--- src/rtl/issue_ctrl_pkg.sv ---
// Shared types for the dual-issue stage.
//   optype_t     : coarse functional-unit class of an instruction
//   issue_inst_t : instruction payload as presented by the instruction buffer
//   helpers      : is_load / is_long_lat / uses_r2 classify a payload
package issue_ctrl_pkg;

   localparam int REG_W     = 5;
   localparam int NUM_REGS  = 32;
   localparam int NUM_SLOTS = 2;
   localparam int NUM_RD    = 2 * NUM_SLOTS;

   typedef enum logic [2:0] {
      ALU   = 3'd0,
      MEM   = 3'd1,
      MUL   = 3'd2,
      DIV   = 3'd3,
      BR    = 3'd4,
      CSR   = 3'd5,
      OTHER = 3'd6
   } optype_t;

   // Field order mirrors the buffer payload.
   typedef struct packed {
      logic [31:0]      pc;
      optype_t          optype;
      logic [7:0]       opcode;
      logic             is_store;      // MEM only: store (r2 carries store data)
      logic [REG_W-1:0] dest;
      logic [31:0]      imm;
      logic [REG_W-1:0] r1;
      logic [REG_W-1:0] r2;
      logic             src2_is_imm;
      logic             br_pred_taken;
      logic [31:0]      br_target;
      logic             have_excp;
      logic [5:0]       excp_code;
      logic [11:0]      csr_addr;
      logic             csr_we;
      logic             is_spec_op;
   } issue_inst_t;

   function automatic logic is_load(issue_inst_t x);
      return (x.optype == MEM) && !x.is_store;
   endfunction

   // Results the bypass network cannot cover; these go through the scoreboard.
   function automatic logic is_long_lat(issue_inst_t x);
      return is_load(x) || (x.optype == MUL) || (x.optype == DIV);
   endfunction

   // A store reads r2 as data even though its second ALU operand is the offset.
   function automatic logic uses_r2(issue_inst_t x);
      return !x.src2_is_imm || ((x.optype == MEM) && x.is_store);
   endfunction

endpackage

--- src/rtl/issue_ctrl_scoreboard.sv ---
// Busy scoreboard for long-latency destinations.
//   clk, reset  : clock, synchronous active-high reset
//   flush       : clears every busy bit at the next edge
//   set_en/dest : one set port per issue slot
//   clr_en/dest : NUM_WB writeback clear ports
//   rd_addr     : read addresses (a.r1, a.r2, b.r1, b.r2)
//   rd_busy     : busy bit per read port (r0 always reads not-busy)
module issue_scoreboard
   import issue_ctrl_pkg::*;
#(
   parameter int NUM_WB = 2
) (
   input  logic                              clk,
   input  logic                              reset,
   input  logic                              flush,
   input  logic [NUM_SLOTS-1:0]              set_en,
   input  logic [NUM_SLOTS-1:0][REG_W-1:0]   set_dest,
   input  logic [NUM_WB-1:0]                 clr_en,
   input  logic [NUM_WB-1:0][REG_W-1:0]      clr_dest,
   input  logic [NUM_RD-1:0][REG_W-1:0]      rd_addr,
   output logic [NUM_RD-1:0]                 rd_busy
);

   logic [NUM_REGS-1:0] busy;
   logic [NUM_REGS-1:0] set_mask;
   logic [NUM_REGS-1:0] clr_mask;

   always_comb begin
      set_mask = '0;
      clr_mask = '0;
      for (int s = 0; s < NUM_SLOTS; s++)
         if (set_en[s]) set_mask[set_dest[s]] = 1'b1;
      for (int w = 0; w < NUM_WB; w++)
         if (clr_en[w]) clr_mask[clr_dest[w]] = 1'b1;
      set_mask[0] = 1'b0;   // r0 is hardwired zero, never pending
   end

   // Set is applied after clear so a same-cycle set/clear leaves the bit busy:
   // the clearing writeback belongs to an older producer.
   always_ff @(posedge clk) begin
      if (reset || flush) busy <= '0;
      else                busy <= (busy & ~clr_mask) | set_mask;
   end

   // No writeback bypass: a cleared register is readable the cycle after.
   for (genvar g = 0; g < NUM_RD; g++) begin : g_rd
      assign rd_busy[g] = (rd_addr[g] != '0) && busy[rd_addr[g]];
   end

endmodule

--- src/rtl/issue_ctrl.sv ---
// Dual-issue stage behind the instruction buffer.
//   clk, reset          : clock, synchronous active-high reset
//   flush               : pipeline flush (kills issue, clears outputs and scoreboard)
//   a_valid/a_inst      : buffer head slot (older)
//   b_valid/b_inst      : buffer second slot (younger)
//   issue_size          : slots consumed this cycle (0..2), combinational
//   rr_allowin          : register-read stage can accept a pair
//   wb_valid/wb_dest    : long-latency writebacks clearing busy bits
//   o_a_*/o_b_*         : registered issued pair
module issue_ctrl
   import issue_ctrl_pkg::*;
#(
   parameter int NUM_WB = 2
) (
   input  logic                         clk,
   input  logic                         reset,
   input  logic                         flush,
   input  logic                         a_valid,
   input  issue_inst_t                  a_inst,
   input  logic                         b_valid,
   input  issue_inst_t                  b_inst,
   output logic [1:0]                   issue_size,
   input  logic                         rr_allowin,
   input  logic [NUM_WB-1:0]            wb_valid,
   input  logic [NUM_WB-1:0][REG_W-1:0] wb_dest,
   output logic                         o_a_valid,
   output issue_inst_t                  o_a_inst,
   output logic                         o_b_valid,
   output issue_inst_t                  o_b_inst
);

   issue_inst_t [NUM_SLOTS-1:0]            slot;
   logic        [NUM_SLOTS-1:0]            src_busy;
   logic        [NUM_SLOTS-1:0]            issue;
   logic        [NUM_SLOTS-1:0]            set_en;
   logic        [NUM_SLOTS-1:0][REG_W-1:0] set_dest;
   logic        [NUM_RD-1:0][REG_W-1:0]    rd_addr;
   logic        [NUM_RD-1:0]               rd_busy;
   logic                                   pair_block;
   logic                                   raw_pair;

   assign slot[0] = a_inst;
   assign slot[1] = b_inst;

   // Per-slot operand lookup and scoreboard set request.
   for (genvar g = 0; g < NUM_SLOTS; g++) begin : g_slot
      assign rd_addr[2*g]   = slot[g].r1;
      assign rd_addr[2*g+1] = slot[g].r2;
      assign src_busy[g]    = rd_busy[2*g] || (uses_r2(slot[g]) && rd_busy[2*g+1]);
      assign set_en[g]      = issue[g] && is_long_lat(slot[g]);
      assign set_dest[g]    = slot[g].dest;
   end

   issue_scoreboard #(.NUM_WB(NUM_WB)) u_sb (
      .clk      (clk),
      .reset    (reset),
      .flush    (flush),
      .set_en   (set_en),
      .set_dest (set_dest),
      .clr_en   (wb_valid),
      .clr_dest (wb_dest),
      .rd_addr  (rd_addr),
      .rd_busy  (rd_busy)
   );

   // Intra-pair dependence: b would read or overwrite a's result in the same
   // register-read cycle, which neither the scoreboard nor bypass can resolve.
   assign raw_pair = (a_inst.dest != '0) &&
                     ((a_inst.dest == b_inst.r1) ||
                      (uses_r2(b_inst) && (a_inst.dest == b_inst.r2)));

   always_comb begin
      pair_block = 1'b0;
      // a redirects or serialises: nothing may travel beside it
      if ((a_inst.optype == BR) || (a_inst.optype == CSR) ||
          a_inst.is_spec_op || a_inst.have_excp)
         pair_block = 1'b1;
      // b must be the oldest in flight for these
      if ((b_inst.optype == CSR) || b_inst.is_spec_op || b_inst.have_excp)
         pair_block = 1'b1;
      // single memory port, single mul/div unit
      if ((a_inst.optype == MEM) && (b_inst.optype == MEM))
         pair_block = 1'b1;
      if (((a_inst.optype == MUL) || (a_inst.optype == DIV)) &&
          ((b_inst.optype == MUL) || (b_inst.optype == DIV)))
         pair_block = 1'b1;
      if (raw_pair)
         pair_block = 1'b1;
      if ((a_inst.dest != '0) && (a_inst.dest == b_inst.dest))
         pair_block = 1'b1;
   end

   // In-order: b only ever rides along with a.
   assign issue[0]   = a_valid && rr_allowin && !flush && !reset && !src_busy[0];
   assign issue[1]   = issue[0] && b_valid && !src_busy[1] && !pair_block;
   assign issue_size = {1'b0, issue[0]} + {1'b0, issue[1]};

   always_ff @(posedge clk) begin
      if (reset) begin
         o_a_valid <= 1'b0;
         o_b_valid <= 1'b0;
         o_a_inst  <= '0;
         o_b_inst  <= '0;
      end else if (flush) begin
         o_a_valid <= 1'b0;
         o_b_valid <= 1'b0;
      end else if (rr_allowin) begin
         o_a_valid <= issue[0];
         o_b_valid <= issue[1];
         o_a_inst  <= a_inst;
         o_b_inst  <= b_inst;
      end
   end

   // The buffer fills from the head; a younger slot without an older one is a bug upstream.
   a_b_order : assert property (@(posedge clk) disable iff (reset) !(!a_valid && b_valid));

endmodule

--- config.mk ---
export PLATFORM = sky130hd
export DESIGN_NAME = issue_ctrl
export DESIGN_NICKNAME = d
export VERILOG_FILES = /design/src/rtl/issue_ctrl_pkg.sv /design/src/rtl/issue_ctrl_scoreboard.sv /design/src/rtl/issue_ctrl.sv
export SDC_FILE = /design/constraint.sdc
export NUM_CORES = 1
export LEC_CHECK = 0
export CORE_AREA = 2 2 239 241
export CTS_BUF_LIST = sky130_fd_sc_hd__clkbuf_4
export CTS_CLUSTER_SIZE = 10
export DETAILED_ROUTE_END_ITERATION = 16
export DIE_AREA = 0 0 241 243
export PLACE_DENSITY_LB_ADDON = 0.1
export SETUP_SLACK_MARGIN = 0.05
export SYNTH_ARGS = -nofsm -noshare
export SYNTH_HDL_FRONTEND = slang
export SYNTH_SLANG_ARGS = --single-unit
--- constraint.sdc ---
create_clock -name clk -period 3.85 [get_ports clk]
set_input_delay 0.77 -clock clk [delete_from_list [all_inputs] [get_ports clk]]
set_output_delay 0.77 -clock clk [all_outputs]
set_load 0.05 [all_outputs]
==> flow_summary.json <==
{
  "path_cells": "mux4_2, mux2_2, nand3b_1, nand4_1, nor4_4, buf_4, nand3_4, inv_4, ha_4, buf_12",
  "synthToLayoutAreaGrowth_pct": 64.5,
  "pre_cts_slack_ps": -617,
  "clkSinkCount": 326,
  "setup_tns_ps": -63.6,
  "dpl.hpwl_um": 48600,
  "yosysWarnings": 0,
  "path_delay_family": "multiplexers",
  "reg2regPathDepth": 10,
  "yosys-top-cells-area": "dfxtp_1, nand2_1, a21oi_1, clkbuf_1, mux4_2",
  "drive_above_1_share": 0.125,
  "min_to": "o_b_inst[0]$_SDFFE_PP0P_",
  "fin_crit_ps": 3910,
  "syn_avg_cell_area_um2": 7.72,
  "timing.hold.ws_ps": 349,
  "p_seq_frac": 0.408,
  "status": "finished, violations left",
  "leakagePower_nw": 8.08,
  "maxCapViolCount": 0,
  "die-area_um2": 58600,
  "grt_antenna_before_repair": 11,
  "dr.first_iter.drc_count": 900,
  "r2r_setup_slack_ps": 1230,
  "grt_pass1_vias": 14500,
  "post_dp_cell_area_um2": 20700,
  "syn-num-nets": 2057,
  "vias": 15100,
  "wl_per_cell_um": 20.7,
  "drt-total-wl_um": 67200,
  "clock_tree.buffer_depth": 3,
  "hp-start": "b_inst[0]",
  "pin_count": 606,
  "worstMarginPinSlew_ps": 1150,
  "final_cell_area_um2": 22200,
  "ys_async_sr_fraction": 0,
  "grt.total_usage": 0.220,
  "setup-violations-final": 1,
  "grt_max_degree": 187,
  "end_kind": "primary output",
  "synth_flop_cell": "dfxtp_1",
  "syn_inst": 1746,
  "gp_congestion": 0.905,
  "swShare": 0.308,
  "yosysMostFrequentCell": "nand2_1",
  "drcViolationCount": 0,
  "skew_ps": 31.0,
  "clkTransAtPathRegs_ps": 60,
  "violations": "setup timing",
  "overflow": 0,
  "ant_nets": 0,
  "critPathMaxFanout": 5,
  "nFillCells": 5905,
  "slowest_stage": "mux4_2",
  "via_per_inst": 4.64,
  "synth_top_area_share": 0.484,
  "cts_made_buffers": 98,
  "synth_area_um2": 13500,
  "rsz0062_at_grt": "yes",
  "startpoint_type": "flip-flop",
  "report.power.total_mw": 8.79,
  "fin_crit_sh": 1.02,
  "slew_headroom": 0.230,
  "die_height_um": 243,
  "cp_num_buf_inv": 3,
  "p_sw_mw": 2.70,
  "drv_slew": 0,
  "worstSetupPathType": "reg -> out",
  "worstPathArrival_ps": 3140,
  "hold_class": "in -> reg",
  "die_w_um": 241,
  "cts_htree_levels": 3,
  "finalHoldViolations": 0,
  "clockRootBuffer": "clkbuf_4",
  "p_per_area_nw_per_um2": 396,
  "coreArea_um2": 56000,
  "start_util": 0.241,
  "clockPowerShare": 0.397,
  "cp.required_ps": 3080,
  "clk_latency_ps": 840,
  "reg2reg_from": "u_sb.busy[18]$_SDFF_PP0_",
  "cell_internal_pwr_mw": 6.08,
  "timing.fmax_ghz": 0.256,
  "min_path_cells": 3,
  "worst_slack_ps": -63.6,
  "cts_tree": "done",
  "synth-seq-cells": 326,
  "synthTopCellsByCount": "nand2_1, a21oi_1, dfxtp_1, clkbuf_1, nor2_1",
  "worst_r2r_endpoint": "u_sb.busy[25]$_SDFF_PP0_",
  "ys_seq_area_frac": 0.484,
  "slowest_delay_ps": 460,
  "max-vdd-ir-drop_uv": 212,
  "grt_pass1_wl_um": 96500,
  "numPortBuffers": 605,
  "synth_cell_types": 50,
  "layout.nets": 2717,
  "placementRows": 87,
  "synth_edf_count": 0,
  "yosys.area.top_type": "dfxtp_1",
  "combPwrFrac": 0.195,
  "dr.pass1.iters": 5
}
[layout by cell type, fill, tap and decap left out, types with 4 or more instances in the layout]
cell,netlist,final
a21oi_1,329,329
a221oi_1,33,33
a22oi_1,4,4
and3_1,4,4
and3b_1,6,6
buf_12,0,9
buf_4,1,78
clkbuf_4,0,149
clkdlybuf4s50_1,0,591
clkinv_1,0,13
clkinv_2,0,4
dfxtp_1,326,307
dfxtp_2,0,14
dfxtp_4,0,5
diode_2,0,9
dlygate4sd2_1,0,4
dlymetal6s2s_1,0,6
inv_1,6,5
mux2i_1,25,25
mux4_2,19,19
nand2_1,666,666
nand2b_1,8,5
nand3_1,8,6
nand3b_1,4,4
nand4_1,5,5
nor2_1,51,49
nor2b_1,10,10
nor3_1,11,11
nor3b_1,12,11
o211ai_1,4,4
o21ai_0,6,6
o21ai_1,28,28
xnor2_1,6,6
xor2_1,9,9
[layer usage]
| layer | up-vias | GRT usage | wire (um) |
|---|---|---|---|
| met1 | 7100 | 0.264 | 27200 |
| met5 | - | 0 | 56 |
| li1 | 7247 | - | - |
| met4 | 8 | 0.0585 | 1320 |
| met3 | 94 | 0.0894 | 7010 |
| met2 | 609 | 0.362 | 31600 |
[worst max path at each step]
| stage | from | slack (ps) | cells after the start | to |
|---|---|---|---|---|
| after floorplan | a_inst[60] | 100 | 10 | issue_size[0] |
| final | u_sb.busy[18]$_SDFF_PP0_ | -60 | 10 | issue_size[0] |
| after CTS | u_sb.busy[30]$_SDFF_PP0_ | -180 | 10 | issue_size[0] |
| after detailed placement | b_inst[20] | -620 | 12 | issue_size[0] |
| after global placement | b_inst[0] | -710 | 12 | issue_size[0] |
| after global routing | u_sb.busy[4]$_SDFF_PP0_ | -170 | 10 | issue_size[0] |
[metrics by stage]
stage          utilization  std cells
2_1_floorplan            -       1746
3_3_place_gp         0.370       3053
3_5_place_dp         0.370       3053
4_1_cts              0.395       3231
5_1_grt              0.396       3239
6_report             0.396       3242
[flip-flops by register name (all words and copies together) (netlist names)]
| register | cells |
|---|---|
| o_a_inst | 146 |
| o_a_valid | 1 |
| o_b_inst | 146 |
| o_b_valid | 1 |
| u_sb.busy | 32 |
[area by class of cell]
type	instances	area (um^2)	share of cell area
inverter	6	25.0	0.00113
clock buffer	149	1120	0.0504
multi-input combinational	1282	6520	0.294
antenna	9	22.5	0.00102
tap	756	946	0.0426
sequential	326	6560	0.296
clock inverter	22	154	0.00694
timing repair buffer	692	6840	0.308
[power groups by stage]
| stage | Combinational [mW] | Clock, mW | Sequential, mW |
|---|---|---|---|
| 5_1_grt | 1.81 | 3.81 | 3.59 |
| 2_1_floorplan | 0.391 | 0 | 4.14 |
| 4_1_cts | 1.73 | 3.63 | 3.58 |
| 6_report | 1.72 | 3.49 | 3.58 |
| 3_5_place_dp | 1.72 | 0 | 3.66 |
| 3_3_place_gp | 1.71 | 0 | 3.65 |
[worst reg2reg max path: cells and delay by family, from the launching register on]
family                 cells  cell delay, ps
AND/OR/NAND/NOR            3             500
multiplexers               2             730
buffers and inverters      3             660
flip-flops                 1             370
AO/OA/AOI/OAI              2             260
[cell families after synthesis]
logic type	after synthesis	share of synthesized area
AOI/OAI and AO/OA	419	0.170
xor gates and xnor gates	15	0.00974
adders and majority gates	1	0.000928
buffers and inverters	138	0.0406
DFF	326	0.484
muxes	47	0.0528
and+or+nand+nor	800	0.242
[what timing repair did]
action                                 4_1_cts  5_1_grt
setup buffers                                7        2
gates resized for setup                     37       18
hold buffers                                 0        0
setup endpoints to repair                    2        2
endpoints found under the hold margin        0        0
pin swaps                                    8        6
No activity file was read; power rests on OpenSTA's default activity.
==> patch 1, RTL diff (config.mk and constraints unchanged) <==
`NUM_WB` is set to 2 in 2 places; all go to 1.
--- a/src/rtl/issue_ctrl_scoreboard.sv
+++ b/src/rtl/issue_ctrl_scoreboard.sv
@@ -8,7 +8,7 @@
 module issue_scoreboard
    import issue_ctrl_pkg::*;
 #(
-   parameter int NUM_WB = 2
+   parameter int NUM_WB = 1
 ) (
    input  logic                              clk,
    input  logic                              reset,
--- a/src/rtl/issue_ctrl.sv
+++ b/src/rtl/issue_ctrl.sv
@@ -10,7 +10,7 @@
 module issue_ctrl
    import issue_ctrl_pkg::*;
 #(
-   parameter int NUM_WB = 2
+   parameter int NUM_WB = 1
 ) (
    input  logic                         clk,
    input  logic                         reset,
Interface: changed (resized wb_dest and wb_valid); port bits go from 606 to 600. The function was not compared with the original's and may differ.
==> patch 1 against the unedited design <==
- synthesized area decreased by 2.0%
- sequential cell count unchanged
- largest cell class unchanged
- worst setup slack improved by 67 ps
- highest routed layer unchanged
- total power decreased by 0.93%
- largest power group unchanged
- synthesized cell count decreased by 3.7%
- design area decreased by 1.1%
- wire length decreased by 6.3%
- first-iteration DRC count decreased by 1.9%
==> patch 1: results (changes against the unedited design) <==
- Worst Skew: 74.2 ps (was 31.0 ps)
- Number of fill cells: 5883 (was 5905)
- Rel. slew slack: 23.4% (was 23.0%)
- Largest registers in the final layout: o_a_inst (146), o_b_inst (146), u_sb.busy (32) (unchanged)
- DR WL/cell: 19.8 um (was 20.7 um)
- Total Routing Usage GR: 20.9% (was 22.0%)
- Post-synthesis sequential area ratio: 49.4% (was 48.4%)
- Int Pwr: 6010 uW (was 6080 uW)
- Post-synth top cells: nand2_1, a21oi_1, dfxtp_1 (unchanged)
- Clock transition at the registers of the reported paths: 70 ps
- Outcome: finished clean (was complete, but fails checks)
- Crit-path leading delay family: buffers and inverters (was multiplexers)
- Pleak: 0.00799 uW (was 0.00808 uW)
- Vias: 14653 (was 15058)
- Critical path fanouts, max: 6 (was 5)
- Routability cong.: 0.884 (was 0.905)
- Post-detail-place hpwl: 45.7 mm (was 48.6 mm)
- Synth top area cells: dfxtp_1, nand2_1, a21oi_1, clkbuf_1, mux2i_1 (was dfxtp_1, nand2_1, a21oi_1, clkbuf_1, mux4_2)
- CP max stage delay: 490 ps (was 460 ps)
- Yosys cell types: 54 (was 50)
- H-tree levels: 3 (unchanged)
- Port buffer count: 599 (was 605)
- Initial antenna violation count: 18 (was 11)
- R2r setup slk: 300 ps (was 1230 ps)
- Min Hold Slack: 336 ps (was 349 ps)
- Largest net degree at the start of global routing: 197 (was 187)
- First-pass GRT wire length: 92.0 mm (was 96.5 mm)
- Drt first pass iters: 5 (unchanged)
- Syn Nets: 1987 (was 2057)
- CP max-delay cell: clkdlybuf4s50_1 (was mux4_2)
- Num CTS Buffers: 99 (was 98)
- CP Data Arrival Time: 3080 ps (was 3140 ps)
- Final nets: 2662 (was 2717)
- DRT iter0 DRCs: 883 (was 900)
- Maximum vdd drop: 0.000211 V (was 0.000212 V)
- Clock latency on the worst-skew pair: 860 ps (was 840 ps)
- Placed inst area: 20400 um2 (was 20700 um2)
- Fraction of layout cells with a size suffix above 1: 13.0% (was 12.5%)
- Clock Path Buffers: 3 (unchanged)
- Ys async rst share: 0% (unchanged)
patch 1: changes by cell type after synthesis, sizes merged, moves of 6 or more:
cell | unedited run | this run
a221oi | 33 | 0
nand2 | 666 | 633
nor2 | 51 | 20
mux2i | 25 | 41
a32oi | 2 | 17
mux4 | 19 | 10
a22oi | 4 | 10
nand3 | 9 | 15
patch 1: metrics by stage:
step	worst slack [ps]	std cells	power (uW)	util, %
finish	2.90	3177	8700	39.2
global route	-107	3176	9180	39.2
CTS	-10.9	3170	8890	39.1
detailed placement	-633	2990	5370	36.4
global placement	-698	2990	5360	36.4
floorplan	184	1682	4540	-
patch 1: tightest hold or removal path, delay by kind of cell:
family                 cells  cell delay [ps]
AND/OR/NAND/NOR            1              100
AO/OA/AOI/OAI              1               50
buffers and inverters      1              220
patch 1: cell families after synthesis:
group	Yosys count	share of synthesized area [%]
simple gates	743	23.7
compound gates	409	16.8
flops	326	49.4
buf+inv	136	4.04
mux	52	4.90
xor+xnor	15	0.995
fa+ha+maj	1	0.0947
patch 1: path summary, 6_finish.rpt:
kind | from | endpoint | depth (start not counted)
hold / removal | a_inst[56] | o_a_inst[56] | 3
setup reg to reg | u_sb.busy[18] | u_sb.busy[19] | 18
hold reg to reg | o_a_inst[72] | o_a_inst[72] | 2
setup / recovery | a_inst[61] | issue_size[0] | 10
patch 1: final cells by class:
type,instances,area share (%)
repair buffers,701,31.4
flip-flops and latches,326,29.9
multi-input cells,1220,28.6
clock buffers,142,4.86
well taps,756,4.31
clock inverters,21,0.718
inverters,9,0.154
diodes,2,0.0228
patch 1: metal layers:
layer / GRT usage, % / vias to the layer above / wire [um]
li1: - / 7046 / -
met1: 23.2 / 6787 / 24100
met2: 34.9 / 641 / 29900
met3: 9.27 / 155 / 6980
met4: 7.68 / 24 / 1850
met5: 0 / - / 147
patch 1: what timing repair did:
| action | 4_1_cts | 5_1_grt |
|---|---|---|
| buffers inserted | 17 | 5 |
| setup endpoints to repair | 2 | 10 |
| pin swaps | 11 | 5 |
| gates resized for setup | 42 | 11 |
| endpoints found under the hold margin | 0 | 0 |
patch 1: power by group through the flow:
stage                     registers, uW  clock network (uW)  logic, uW
final                              3580                3400       1720
after global routing               3600                3760       1830
after CTS                          3580                3580       1730
after detailed placement           3660                   0       1710
after global placement             3650                   0       1710
after floorplan                    4140                   0        399
==> patch 2, RTL diff (same flow settings) <==
Made on the original files. Reset style: asynchronous (`reset`), changed in one clocked block. Comments in the files are not updated.
--- a/src/rtl/issue_ctrl.sv
+++ b/src/rtl/issue_ctrl.sv
@@ -95,7 +95,7 @@
    assign issue[1]   = issue[0] && b_valid && !src_busy[1] && !pair_block;
    assign issue_size = {1'b0, issue[0]} + {1'b0, issue[1]};
 
-   always_ff @(posedge clk) begin
+   always_ff @(posedge clk or posedge reset) begin
       if (reset) begin
          o_a_valid <= 1'b0;
          o_b_valid <= 1'b0;
Check against the original RTL: not equivalent (Yosys sat finds a counterexample within 4 cycles, from zero or initial values and one cycle with reset high; the reset may be asserted at any time).
==> patch 2 against the unedited design <==
- wire length shrank 8.2%
- register-to-register slack lost 110 ps
- maximum frequency grew 2.3%
- sequential cell count is the same
- synthesized area grew 6.1%
- worst setup slack gained 88 ps
- design area grew 4.6%
- die area is the same
- critical endpoint unchanged
Power is not compared: it rests on default switching activity, and its combinational part moved more than twofold at a synthesized area within 25%.
==> patch 2: results (changes against the unedited design) <==
- Outcome: finished clean (was complete, but fails checks)
- Post-synth top cells: mux2_2, dfrtp_1, nand2_1 (was nand2_1, a21oi_1, dfxtp_1)
- Vias: 12149 (was 15058)
- DRT iter0 DRCs: 475 (was 900)
- Num CTS Buffers: 97 (was 98)
- Mux contribution to synthesized area: 27.8% (was 5.28%)
- Origin of the critical flop-to-flop path: u_sb.busy[13] (was u_sb.busy[18])
- Initial antenna violation count: 13 (was 11)
- Worst Hold Class: input port to asynchronous set/reset pin (was input port to flip-flop)
- Routability cong.: 0.899 (was 0.905)
- Number of global-route vias before repair: 12904 (was 14492)
- DR WL/cell: 23.7 um (was 20.7 um)
- N_diodes: 8 (was 9)
- Postcts setup bufs: 9 (was 7)
- Fraction of layout cells with a size suffix above 1: 31.8% (was 12.5%)
- Post-synthesis sequential area ratio: 55.9% (was 48.4%)
- Compound-Gate Fraction of Synth Area: 6.55% (was 17.0%)
- Synth top area cells: dfrtp_1, mux2_2, dfxtp_1, mux2i_1, a221oi_1 (was dfxtp_1, nand2_1, a21oi_1, clkbuf_1, mux4_2)
- Largest net degree at the start of global routing: 104 (was 187)
- R2R Path End: u_sb.busy[17] (was u_sb.busy[25])
- Sequential share of cell area: 34.6% (was 29.6%)
- Adder and majority cell fraction of the synthesized area: 0.0875% (was 0.0928%)
- Fraction of area in multi-input gates: 26.3% (was 29.4%)
- Worst Skew: 44.8 ps (was 31.0 ps)
- NonClk Buf Share: 29.6% (was 30.8%)
- Final clock-cell share: 5.16% (was 5.74%)
- Final nets: 2101 (was 2717)
- Post-detail-place hpwl: 47.0 mm (was 48.6 mm)
- Yosys cell types: 59 (was 50)
- Xor/xnor share of the synthesized area: 0.919% (was 0.974%)
- Ys async rst share: 90.2% (was 0%)
- Critical path fanouts, max: 3 (was 5)
- R2r setup slk: 1120 ps (was 1230 ps)
[patch 2: changes by cell type in the layout (fill, tap and decap cells not counted), sizes merged, moves of 29 or more]
cell   unedited run  this run
nand2           666        45
a21oi           329        16
mux2              3       307
dfrtp             0       294
dfxtp           326        32
nor2             51        22
[patch 2: per-layer routing]
| metal | routed length (um) | GRT usage, % | vias up |
|---|---|---|---|
| met5 | 42 | 0 | - |
| met4 | 1500 | 6.48 | 10 |
| met1 | 22800 | 22.9 | 6114 |
| li1 | - | - | 5435 |
| met2 | 32400 | 37.0 | 491 |
| met3 | 5010 | 7.78 | 99 |
[patch 2: metrics by stage]
stage	hold slack, ps	instance area (um2)	std cells
after floorplan	418	14300	1055
after global placement	466	21800	2436
after detailed placement	483	21800	2436
after CTS	321	23100	2600
after global routing	347	23200	2608
final	388	23200	2610
[patch 2: worst max-delay path by stage]
stage / start / to / slack (ps) / cells past startpoint
2_1_floorplan: reset / o_a_inst[0] / -820 / 1
3_3_place_gp: a_inst[55] / issue_size[0] / -320 / 10
3_5_place_dp: a_inst[55] / issue_size[0] / -320 / 10
4_1_cts: u_sb.busy[5] / issue_size[0] / -30 / 8
5_1_grt: u_sb.busy[17] / issue_size[0] / -110 / 8
6_report: b_inst[111] / issue_size[0] / 20 / 10
[patch 2: power groups by stage]
stage          Combinational (uW)  Sequential (uW)  Clock (uW)
3_5_place_dp                 3990             4180           0
4_1_cts                      4020             4120        3580
2_1_floorplan                 673             5780           0
3_3_place_gp                 3990             4170           0
6_report                     3970             4120        3440
5_1_grt                      4110             4180        3770
[patch 2: worst max-delay path, stage by stage]
cell and delay (ps):
clkdlybuf4s50_1 490, nor4bb_4 290, buf_4 180, o211ai_1 90, nor4_1 270, a21oi_1 110
and4_2 270, and3_4 180, ha_4 270, buf_12 120
